<file path="config.mk">
export PLATFORM = sky130hd
export DESIGN_NAME = row_access_sched
export DESIGN_NICKNAME = d
export VERILOG_FILES = /design/src/rtl/row_ctrl_pkg.sv /design/src/rtl/refresh_timer.sv /design/src/rtl/row_access_sched.sv
export SDC_FILE = /design/constraint.sdc
export NUM_CORES = 1
export LEC_CHECK = 0
export CORE_MARGIN = 3
export CORE_UTILIZATION = 30
export CTS_CLUSTER_SIZE = 20
export DETAILED_ROUTE_END_ITERATION = 7
export MAX_ROUTING_LAYER = met4
export PLACE_DENSITY = 0.58
export SETUP_SLACK_MARGIN = 0.4
export SLEW_MARGIN = 20
export SYNTH_ARGS = -nofsm -noshare
export SYNTH_HDL_FRONTEND = slang
export SYNTH_HIERARCHICAL = 1
export SYNTH_SLANG_ARGS = --single-unit
</file>
<file path="constraint.sdc">
create_clock -name clk -period 2.6 [get_ports clk]
set_clock_uncertainty 0.1 [all_clocks]
set_input_delay 0.39 -clock clk [delete_from_list [all_inputs] [get_ports clk]]
set_output_delay 0.39 -clock clk [all_outputs]
set_load 0.05 [all_outputs]
</file>
<file path="src/rtl/row_ctrl_pkg.sv">
// rtl/row_ctrl_pkg.sv - shared types for the row access scheduler
package row_ctrl_pkg;

  localparam int ROW_W_DEFAULT = 5;

  typedef enum logic [1:0] {
    IDLE  = 2'd0,
    PRE   = 2'd1,
    ACT   = 2'd2,
    SENSE = 2'd3
  } state_t;

  typedef enum logic {
    OP_HOST    = 1'b0,
    OP_REFRESH = 1'b1
  } op_t;

endpackage

</file>
<file path="src/rtl/refresh_timer.sv">
// rtl/refresh_timer.sv - refresh interval counter with sticky pending flag
module refresh_timer #(
  parameter int INTERVAL = 64
) (
  input  logic clk,
  input  logic rst_n,
  input  logic refresh_en,
  input  logic clear,
  output logic pending
);

  localparam int CNT_W = (INTERVAL > 2) ? $clog2(INTERVAL) : 1;

  logic [CNT_W-1:0] r_count;
  logic             r_pending;
  logic             w_expire;

  assign w_expire = (r_count == CNT_W'(INTERVAL - 1));

  // An expiry coinciding with a clear re-arms pending for the next interval.
  always_ff @(posedge clk) begin
    if (!rst_n || !refresh_en) begin
      r_count   <= '0;
      r_pending <= 1'b0;
    end else begin
      r_count <= w_expire ? '0 : r_count + CNT_W'(1);
      if (w_expire) begin
        r_pending <= 1'b1;
      end else if (clear) begin
        r_pending <= 1'b0;
      end
    end
  end

  assign pending = r_pending;

endmodule

</file>
<file path="src/rtl/row_access_sched.sv">
// rtl/row_access_sched.sv - arbitrates host/refresh row ops and sequences PRE/ACT/SENSE
module row_access_sched
  import row_ctrl_pkg::*;
#(
  parameter int ROW_W            = ROW_W_DEFAULT,
  parameter int T_PRE            = 2,
  parameter int T_ACT            = 3,
  parameter int REFRESH_INTERVAL = 64
) (
  input  logic             clk,
  input  logic             rst_n,
  input  logic             req_valid,
  input  logic [ROW_W-1:0] req_row,
  output logic             req_ready,
  input  logic             refresh_en,
  output logic [ROW_W-1:0] row_addr,
  output logic             precharge,
  output logic             row_en,
  output logic             sense_en,
  output logic             done,
  output logic             done_refresh,
  output logic             busy
);

  localparam int PH_MAX = (T_PRE > T_ACT) ? T_PRE : T_ACT;
  localparam int PH_W   = (PH_MAX > 1) ? $clog2(PH_MAX) : 1;

  state_t           r_state;
  state_t           w_next;
  logic [PH_W-1:0]  r_phase;
  logic [ROW_W-1:0] r_row_addr;
  logic [ROW_W-1:0] r_ref_ptr;
  op_t              r_op;
  logic             w_pending;
  logic             w_start_ref;
  logic             w_start_host;
  logic             w_phase_last;

  refresh_timer #(
    .INTERVAL(REFRESH_INTERVAL)
  ) u_refresh_timer (
    .clk       (clk),
    .rst_n     (rst_n),
    .refresh_en(refresh_en),
    .clear     (w_start_ref),
    .pending   (w_pending)
  );

  assign w_start_ref  = (r_state == IDLE) && w_pending;
  assign req_ready    = (r_state == IDLE) && !w_pending;
  assign w_start_host = req_valid && req_ready;
  assign w_phase_last = (r_phase == '0);

  always_ff @(posedge clk) begin
    if (!rst_n) begin
      r_state <= IDLE;
    end else begin
      r_state <= w_next;
    end
  end

  always_comb begin
    w_next = r_state;
    case (r_state)
      IDLE:    if (w_start_ref || w_start_host) w_next = PRE;
      PRE:     if (w_phase_last) w_next = ACT;
      ACT:     if (w_phase_last) w_next = SENSE;
      SENSE:   w_next = IDLE;
      default: w_next = IDLE;
    endcase
  end

  // One down-counter serves both timed phases; it is reloaded on entry to each.
  always_ff @(posedge clk) begin
    if (!rst_n) begin
      r_phase    <= '0;
      r_row_addr <= '0;
      r_ref_ptr  <= '0;
      r_op       <= OP_HOST;
    end else begin
      case (r_state)
        IDLE: begin
          if (w_start_ref) begin
            r_row_addr <= r_ref_ptr;
            r_op       <= OP_REFRESH;
            r_phase    <= PH_W'(T_PRE - 1);
          end else if (w_start_host) begin
            r_row_addr <= req_row;
            r_op       <= OP_HOST;
            r_phase    <= PH_W'(T_PRE - 1);
          end
        end
        PRE:     r_phase <= w_phase_last ? PH_W'(T_ACT - 1) : r_phase - PH_W'(1);
        ACT:     if (!w_phase_last) r_phase <= r_phase - PH_W'(1);
        SENSE:   if (r_op == OP_REFRESH) r_ref_ptr <= r_ref_ptr + ROW_W'(1);
        default: ;
      endcase
    end
  end

  assign row_addr     = r_row_addr;
  assign precharge    = (r_state == PRE);
  assign row_en       = (r_state == ACT) || (r_state == SENSE);
  assign sense_en     = (r_state == SENSE);
  assign done         = (r_state == SENSE);
  assign done_refresh = (r_state == SENSE) && (r_op == OP_REFRESH);
  assign busy         = (r_state != IDLE);

endmodule

</file>
# Word-level counts from Yosys, hierarchy flattened
# Cells that the tools add are included.
# totals
input_bits,9
output_inout_bits,12
ff_bits,22
# classes
eq_ne,9
n_addsub,3
muxes,15
n_reduce_logical,21
# ops
cell,count
$mux 2,7
$mux 5,2
$pmux 2 s4,1
$add 6x1->6 const B,1
$eq 6x6->1 const B,1
$pmux 2 s3,1
$reduce_and 3->1,2
$reduce_bool 2->1,3
$add 5x1->5 const B,1
$eq 2x2->1 const B,2
$logic_and 1x1->1,4
$logic_not 2->1,2
$mux 1,4
$ne 2x1->1 const B,2
$ne 2x2->1 const B,2
$reduce_and 2->1,2
$logic_not 1->1,3
$logic_or 1x1->1,3
$ne 3x3->1 const B,1
$reduce_bool 3->1,1
$eq 2x1->1 const B,1
$reduce_or 2->1,1
$sub 2x1->2 const B,1

# Logic depth before layout (Yosys ltp)
# Gate-level depths: netlist of the first run.
# logic_depth
word_depth,6
ltp_mapped,6

# Cells and area by module
# Netlist of the first run, hierarchy kept.
# modules_own_cells
module,n_inst,cells_per_inst,area_per_inst_um2,seq_area_each_um2
row_access_sched,1,99,818.3,300.3
refresh_timer,1,30,272.8,140.1

# Worst setup path before layout of the first run
# No wires, ideal clock.
# synth_timing
path_kind,flip-flop to output port
startpoint,register r_state[0]
endpoint,output port req_ready
stages_incl_launch_ff,6
arrival_ns,1.676
path_slack_ns,0.434
path_buffers,1
path_cell_list,dfxtp_1 inv_1 ha_1 buf_2 inv_1 nor2_1
# synth_via
elab_chain_cells,2
# synth_lines
item,line,source
"start, declared",row_access_sched.sv:28,state_t r_state;
"start signal, assigned",row_access_sched.sv:58,r_state <= w_next;
$logic_not 2->1,row_access_sched.sv:50,assign req_ready = (r_state == IDLE) && !w_pending;
$logic_and 1x1->1,row_access_sched.sv:50,
"end, declared",row_access_sched.sv:14,"output logic req_ready,"
# Every way passes these cells.

# Worst setup path in the final report of the first run
# layout_timing
startpoint,register r_state[0]
endpoint,output port row_en
# layout_via
elab_chain_cells,2
word_cells_on_any_way,3
cone_classes,eq/ne: 2; reduce/logical: 1
# layout_lines
item,line,source
$eq 2x2->1,row_access_sched.sv:103,assign row_en = (r_state == ACT) || (r_state == SENSE);
$logic_or 1x1->1 (*),row_access_sched.sv:103,
"end, declared",row_access_sched.sv:18,"output logic row_en,"
# Mark *: on every way between the ends. The rest lies on a longest branch, timed or not.

==> results.yml, run 1 <==
cells_and_area:
  drive_gt1_frac: 0.0927
  fill_cells: 366
  multiInputGateArea_um2: 593
  diodes: 0
  final_nets: 170
  layout_common_cells: "dfxtp_1 (22), a21oi_1 (14), nor2_1 (13), clkdlybuf4s50_1 (13), o21ai_0 (11)"
  seqCellArea_um2: 440
  syn2layout_area_growth_pct: 26.0
  final_common_cell: "dfxtp_1"
critical_path:
  path_max_fanout: 7
  crit_type: "reg2out"
  crit_required_ns: 2.11
  critPathLaunchType: "flop"
  arrival_ns: 1.64
  worst_setup_path_end_kind: "output pin"
clock_tree:
  post_cts_buffers: 0
  cts_max_path_buffers: 2
  cts_root_buf: "clkbuf_4"
  cts.sinks: 22
  numCtsBuffers: 3
  cts-htree-levels: 1
  cts.clk_slew.worst_paths_ns: 0.12
  insertion_delay_ns: 0.31
  cts_tree: "built"
drt:
  viasPerCell: 4.69
  drt_iter0_markers: 41
  first_pass_iters: 2
  highest_layer: "met4"
  wl_met1_mm: 1.08
  num_vias: 924
  dr_wl_met2_mm: 1.02
  wl_met3_um: 83
  post_drt_wl_per_cell_um: 11.2
  drc: 0
  ant_nets: 0
  routed_wirelength_mm: 2.20
synthesis:
  netlist_instances: 129
  synth_area_mm2: 0.00109
  syn_area_per_cell_um2: 8.46
  yosysWarningCount: 6
  ys_types: 34
  syn_nets: 147
  ys_seq_area_frac: 0.404
  synth-seq-cells: 22
run:
  drv_cap: 0
sta:
  min_period_over_period: 0.821
  slew_violations: 0
  worst_pin_slew_ns: 0.503
  setup_slack_ns: 0.466
  post-route-min-period_ns: 2.13
  rsz0062_at_grt: "true"
  tns_ns: 0
  hold_violations: 0
  slew_headroom: 0.664
  max_freq_mhz: 469
  setup_viol: 0
grt:
  grt_pass1_wl_mm: 3.86
  grt_usage: 0.116
  grt_pass1_vias: 868
  antenna_found_initial: 0
  globalRouteOverflowTotal: 0
  grt_max_degree: 14
place:
  dpl.hpwl_mm: 1.77
  place_congestion: 0.819
  pre_cts_slack_ns: 0.353
  portBuffers: 20
die:
  pin_count: 21
  dieHeight_um: 66.3
  core_mm2: 0.00342
  num_rows: 21
  start_util: 0.319
  die-area_mm2: 0.00440
  die_w_um: 66.3
worst_hold_path:
  hold_class: "reg2reg"
status:
  status: "complete, no violations"
pwr:
  p_leak_nw: 0.546
  finalPower_mw: 1.38
  powerDensity_mw_per_mm2: 1000
  worst_ir_drop_vdd_uv: 398
==> worst paths after layout <==
check | from | endpoint | slack [ns] | cells after the start
setup / recovery | r_state[0]$_SDFFE_PN0P_ | row_en | 0.47 | 4
hold / removal | u_refresh_timer/r_count[0]$_SDFF_PP0_ | u_refresh_timer/r_count[0]$_SDFF_PP0_ | 0.38 | 1
setup reg to reg | r_state[0]$_SDFFE_PN0P_ | r_phase[1]$_SDFFE_PN0P_ | 0.65 | 6
hold reg to reg | u_refresh_timer/r_count[0]$_SDFF_PP0_ | u_refresh_timer/r_count[0]$_SDFF_PP0_ | 0.38 | 1
==> area by class of cell <==
cell class | count | area share
Clock buffer | 3 | 0.0164
Sequential cell | 22 | 0.320
Multi-Input combinational cell | 93 | 0.431
Inverter | 11 | 0.0300
Tap cell | 46 | 0.0419
Clock inverter | 1 | 0.0218
Timing Repair Buffer | 21 | 0.138
==> per-stage QoR <==
stage | utilization | instances | hold WS (ns) | area (µm²)
after floorplan | - | 129 | 0.329 | 1090
after global placement | 0.392 | 193 | 0.342 | 1340
after detailed placement | 0.392 | 193 | 0.354 | 1340
after CTS | 0.406 | 197 | 0.384 | 1390
after global routing | 0.403 | 197 | 0.409 | 1380
final | 0.403 | 197 | 0.376 | 1380
==> synthesized netlist by cell type <==
master | instances | area [µm²]
a22o_1 | 1 | 8.76
dfxtp_1 | 22 | 440
o21ai_0 | 11 | 55.1
nor2_1 | 13 | 48.8
or3b_2 | 1 | 8.76
o22ai_1 | 3 | 18.8
nand2_1 | 8 | 30.0
a21oi_1 | 14 | 70.1
o21a_1 | 1 | 7.51
nand3_2 | 1 | 10.0
xor2_1 | 3 | 26.3
ha_1 | 9 | 113
o2bb2ai_1 | 2 | 17.5
a21o_1 | 1 | 7.51
nand3_1 | 6 | 30.0
buf_4 | 1 | 7.51
clkbuf_1 | 1 | 3.75
or2_2 | 1 | 6.26
or4_1 | 1 | 7.51
nor3_1 | 1 | 5.00
or2b_1 | 1 | 7.51
o21ba_2 | 1 | 10.0
or3_1 | 3 | 18.8
nand2b_1 | 2 | 12.5
inv_1 | 10 | 37.5
o21bai_1 | 2 | 15.0
clkinv_1 | 1 | 3.75
xnor2_1 | 2 | 17.5
nor2b_1 | 1 | 6.26
nor3b_2 | 1 | 12.5
and2_1 | 1 | 6.26
a311o_1 | 1 | 10.0
buf_2 | 1 | 5.00
nor4_1 | 1 | 6.26
==> power breakdown <==
part	total [mW]	internal (mW)	switching, mW
logic	0.704	0.239	0.465
registers	0.418	0.387	0.0318
clock network	0.259	0.156	0.103
==> critical path, stage by stage (launching register included) <==
cell and delay [ns]:
dfxtp_1 0.41, inv_1 0.10, ha_1 0.28, or2_2 0.31, clkbuf_2 0.24
==> logic make-up (layout without fill, tap and decap cells) <==
| family | Yosys count | after routing | share of synthesized area |
|---|---|---|---|
| DFF | 22 | 22 | 0.404 |
| xor gates and xnor gates | 5 | 5 | 0.0401 |
| AOI/OAI and AO/OA | 37 | 37 | 0.202 |
| adders and majority gates | 9 | 9 | 0.103 |
| buffers and inverters | 14 | 36 | 0.0527 |
| and+or+nand+nor | 42 | 42 | 0.198 |
==> registers in the layout, summed over array words and instances (netlist names) <==
register                 flops
r_state                      2
r_phase                      2
r_op                         1
r_ref_ptr                    5
u_refresh_timer/pending      1
u_refresh_timer/r_count      6
row_addr                     5
==> routing by layer <==
metal / vias to the layer above / track usage
met5: - / -
met4: 0 / 0.0228
met3: 2 / 0.0408
met2: 10 / 0.178
met1: 418 / 0.149
li1: 494 / -
==> repair_timing <==
action                                  in CTS  in global routing
gates cloned                                 0                  0
gates resized for setup                      9                  6
endpoints found under the setup margin       7                  4
hold buffers                                 0                  0
(Power assumes the default switching activity.)
==> inputs of run 2 (changes only) <==
--- a/config.mk
+++ b/config.mk
@@ -10,7 +10,7 @@
 export CTS_CLUSTER_SIZE = 20
 export DETAILED_ROUTE_END_ITERATION = 7
 export MAX_ROUTING_LAYER = met4
-export PLACE_DENSITY = 0.58
+export PLACE_DENSITY = 0.6
 export SETUP_SLACK_MARGIN = 0.4
 export SLEW_MARGIN = 20
 export SYNTH_ARGS = -nofsm -noshare
==> constraint.sdc (replaced) <==
create_clock -name clk -period 1.85 [get_ports clk]
set_clock_uncertainty 0.1 [all_clocks]
set_input_delay 0.2775 -clock clk [delete_from_list [all_inputs] [get_ports clk]]
set_output_delay 0.2775 -clock clk [all_outputs]
set_load 0.05 [all_outputs]
==> results.yml, run 2 (synthesized netlist as in run 1, its figures left out) <==
clock_tree:
  cts-htree-levels: 1
  cts.clk_slew.worst_paths_ns: 0.12
  postCtsHoldBufs: 0
  numCtsBuffers: 3
  cts_tree: "built"
  insertion_delay_ns: 0.30
  cts_root_buf: "clkbuf_4"
  cts_max_path_buffers: 2
  cts.sinks: 22
cells_and_area:
  layout_common_cells: "dfxtp_1 (19), buf_4 (14), nor2_1 (12), a21oi_1 (11), clkdlybuf4s50_1 (8)"
  diodes: 0
  final_area_mm2: 0.00168
  drive_gt1_frac: 0.350
  final_nets: 182
  largest_reg_flops: 6
  layoutNonFillerInstCount: 209
  final_common_cell: "dfxtp_1"
  syn2layout_area_growth_pct: 53.9
  largest-register: "u_refresh_timer/r_count"
sta:
  worst_hold_slack_ns: 0.376
  min_period_over_period: 0.921
  post-route-min-period_ns: 1.70
  slew_headroom: 0.761
  hold_violations: 0
  tns_ns: 0
  slew_violations: 0
  max_freq_mhz: 587
  rsz0062_at_grt: "true"
  worst_pin_slew_ns: 0.357
  setup_viol: 0
die:
  die-area_mm2: 0.00440
  pin_count: 21
  num_rows: 21
  die_w_um: 66.3
  core_mm2: 0.00342
  start_util: 0.319
  dieHeight_um: 66.3
critical_path:
  arrival_ns: 1.33
  reg2reg_depth: 7
  crit_type: "reg2out"
  critPathLaunchType: "flop"
  crit_required_ns: 1.47
  r2r_start: "r_state[1]$_SDFFE_PN0P_"
  worst_setup_path_end_kind: "output pin"
  r2r_end: "r_state[0]$_SDFFE_PN0P_"
  path_max_fanout: 5
  r2r_slack_ns: 0.20
worst_hold_path:
  hold_start: "u_refresh_timer/r_count[0]$_SDFF_PP0_"
  hold_depth: 1
  hold_class: "reg2reg"
  hold-path-endpoint: "u_refresh_timer/r_count[0]$_SDFF_PP0_"
drt:
  ant_nets: 0
  drt_iter0_markers: 28
  post_drt_wl_per_cell_um: 12.1
  viasPerCell: 4.70
  num_vias: 983
  first_pass_iters: 3
  routed_wirelength_mm: 2.54
  drc: 0
grt:
  grt_pass1_vias: 930
  grt_pass1_wl_mm: 4.17
  grt_max_degree: 13
  globalRouteOverflowTotal: 0
  antenna_found_initial: 0
  grt_usage: 0.126
pwr:
  worst_ir_drop_vdd_uv: 520
  powerDensity_mw_per_mm2: 1430
  finalPower_mw: 2.41
  p_leak_nw: 0.643
place:
  place_area_mm2: 0.00143
  dp.cells: 194
  portBuffers: 20
  place_congestion: 0.794
  dpl.hpwl_mm: 1.81
run:
  drv_cap: 0
status:
  status: "complete, no violations"
-- run 2: cell count changes in the layout (fill, tap and decap cells not counted), moves of 3 or more --
cell / before / now
a21oi_1: 14 / 11
a21oi_2: 0 / 3
buf_12: 0 / 6
buf_4: 1 / 14
buf_6: 0 / 4
clkbuf_2: 3 / 0
clkdlybuf4s50_1: 13 / 8
dfxtp_1: 22 / 19
dlygate4sd2_1: 3 / 0
ha_1: 9 / 5
ha_4: 0 / 4
inv_1: 10 / 6
o21ai_0: 11 / 6
o21ai_1: 0 / 3
-- run 2: worst max path at each step --
stage	startpoint	to	cells past startpoint
finish	r_state[0]$_SDFFE_PN0P_	row_en	4
global route	r_state[1]$_SDFFE_PN0P_	req_ready	5
CTS	r_state[0]$_SDFFE_PN0P_	row_en	4
detailed placement	req_valid	r_state[0]$_SDFFE_PN0P_	5
global placement	req_valid	r_state[0]$_SDFFE_PN0P_	5
floorplan	r_state[1]$_SDFFE_PN0P_	req_ready	5
-- run 2: critical path, cell delays in order, from the launching register on --
cell	delay, ns
dfxtp_4	0.40
inv_4	0.05
ha_4	0.17
or2_4	0.25
buf_8	0.15
-- run 2: timing repair --
| item | in CTS | in global routing |
|---|---|---|
| gates resized for setup | 14 | 19 |
| setup buffers | 7 | 4 |
| setup endpoints to repair | 13 | 18 |
| pin swaps | 4 | 6 |
-- run 2: stage by stage --
step | utilization | worst slack (ns)
global route | 0.492 | 0.0833
finish | 0.492 | 0.146
detailed placement | 0.419 | 0.113
CTS | 0.465 | 0.126
global placement | 0.419 | 0.143
floorplan | - | 0.213
-- run 2: final cells by class --
cell class / instances / area [µm²]
Fill cell: 340 / 1740
Multi-Input combinational cell: 93 / 717
Sequential cell: 22 / 449
Timing Repair Buffer: 33 / 365
Tap cell: 46 / 57.6
Inverter: 11 / 53.8
Clock buffer: 4 / 36.3
-- run 2: power breakdown --
| group | internal [mW] | switching [mW] |
|---|---|---|
| combinational | 0.719 | 0.794 |
| clock | 0.120 | 0.139 |
| sequential | 0.559 | 0.0756 |
-- run 2: layer usage --
layer / global-route usage / part of all wire / vias up
met1: 0.148 / 0.43 / 459
met4: 0.0152 / 0.0047 / 0
met2: 0.216 / 0.53 / 10
li1: - / - / 512
met5: - / 0 / -
met3: 0.0408 / 0.030 / 2
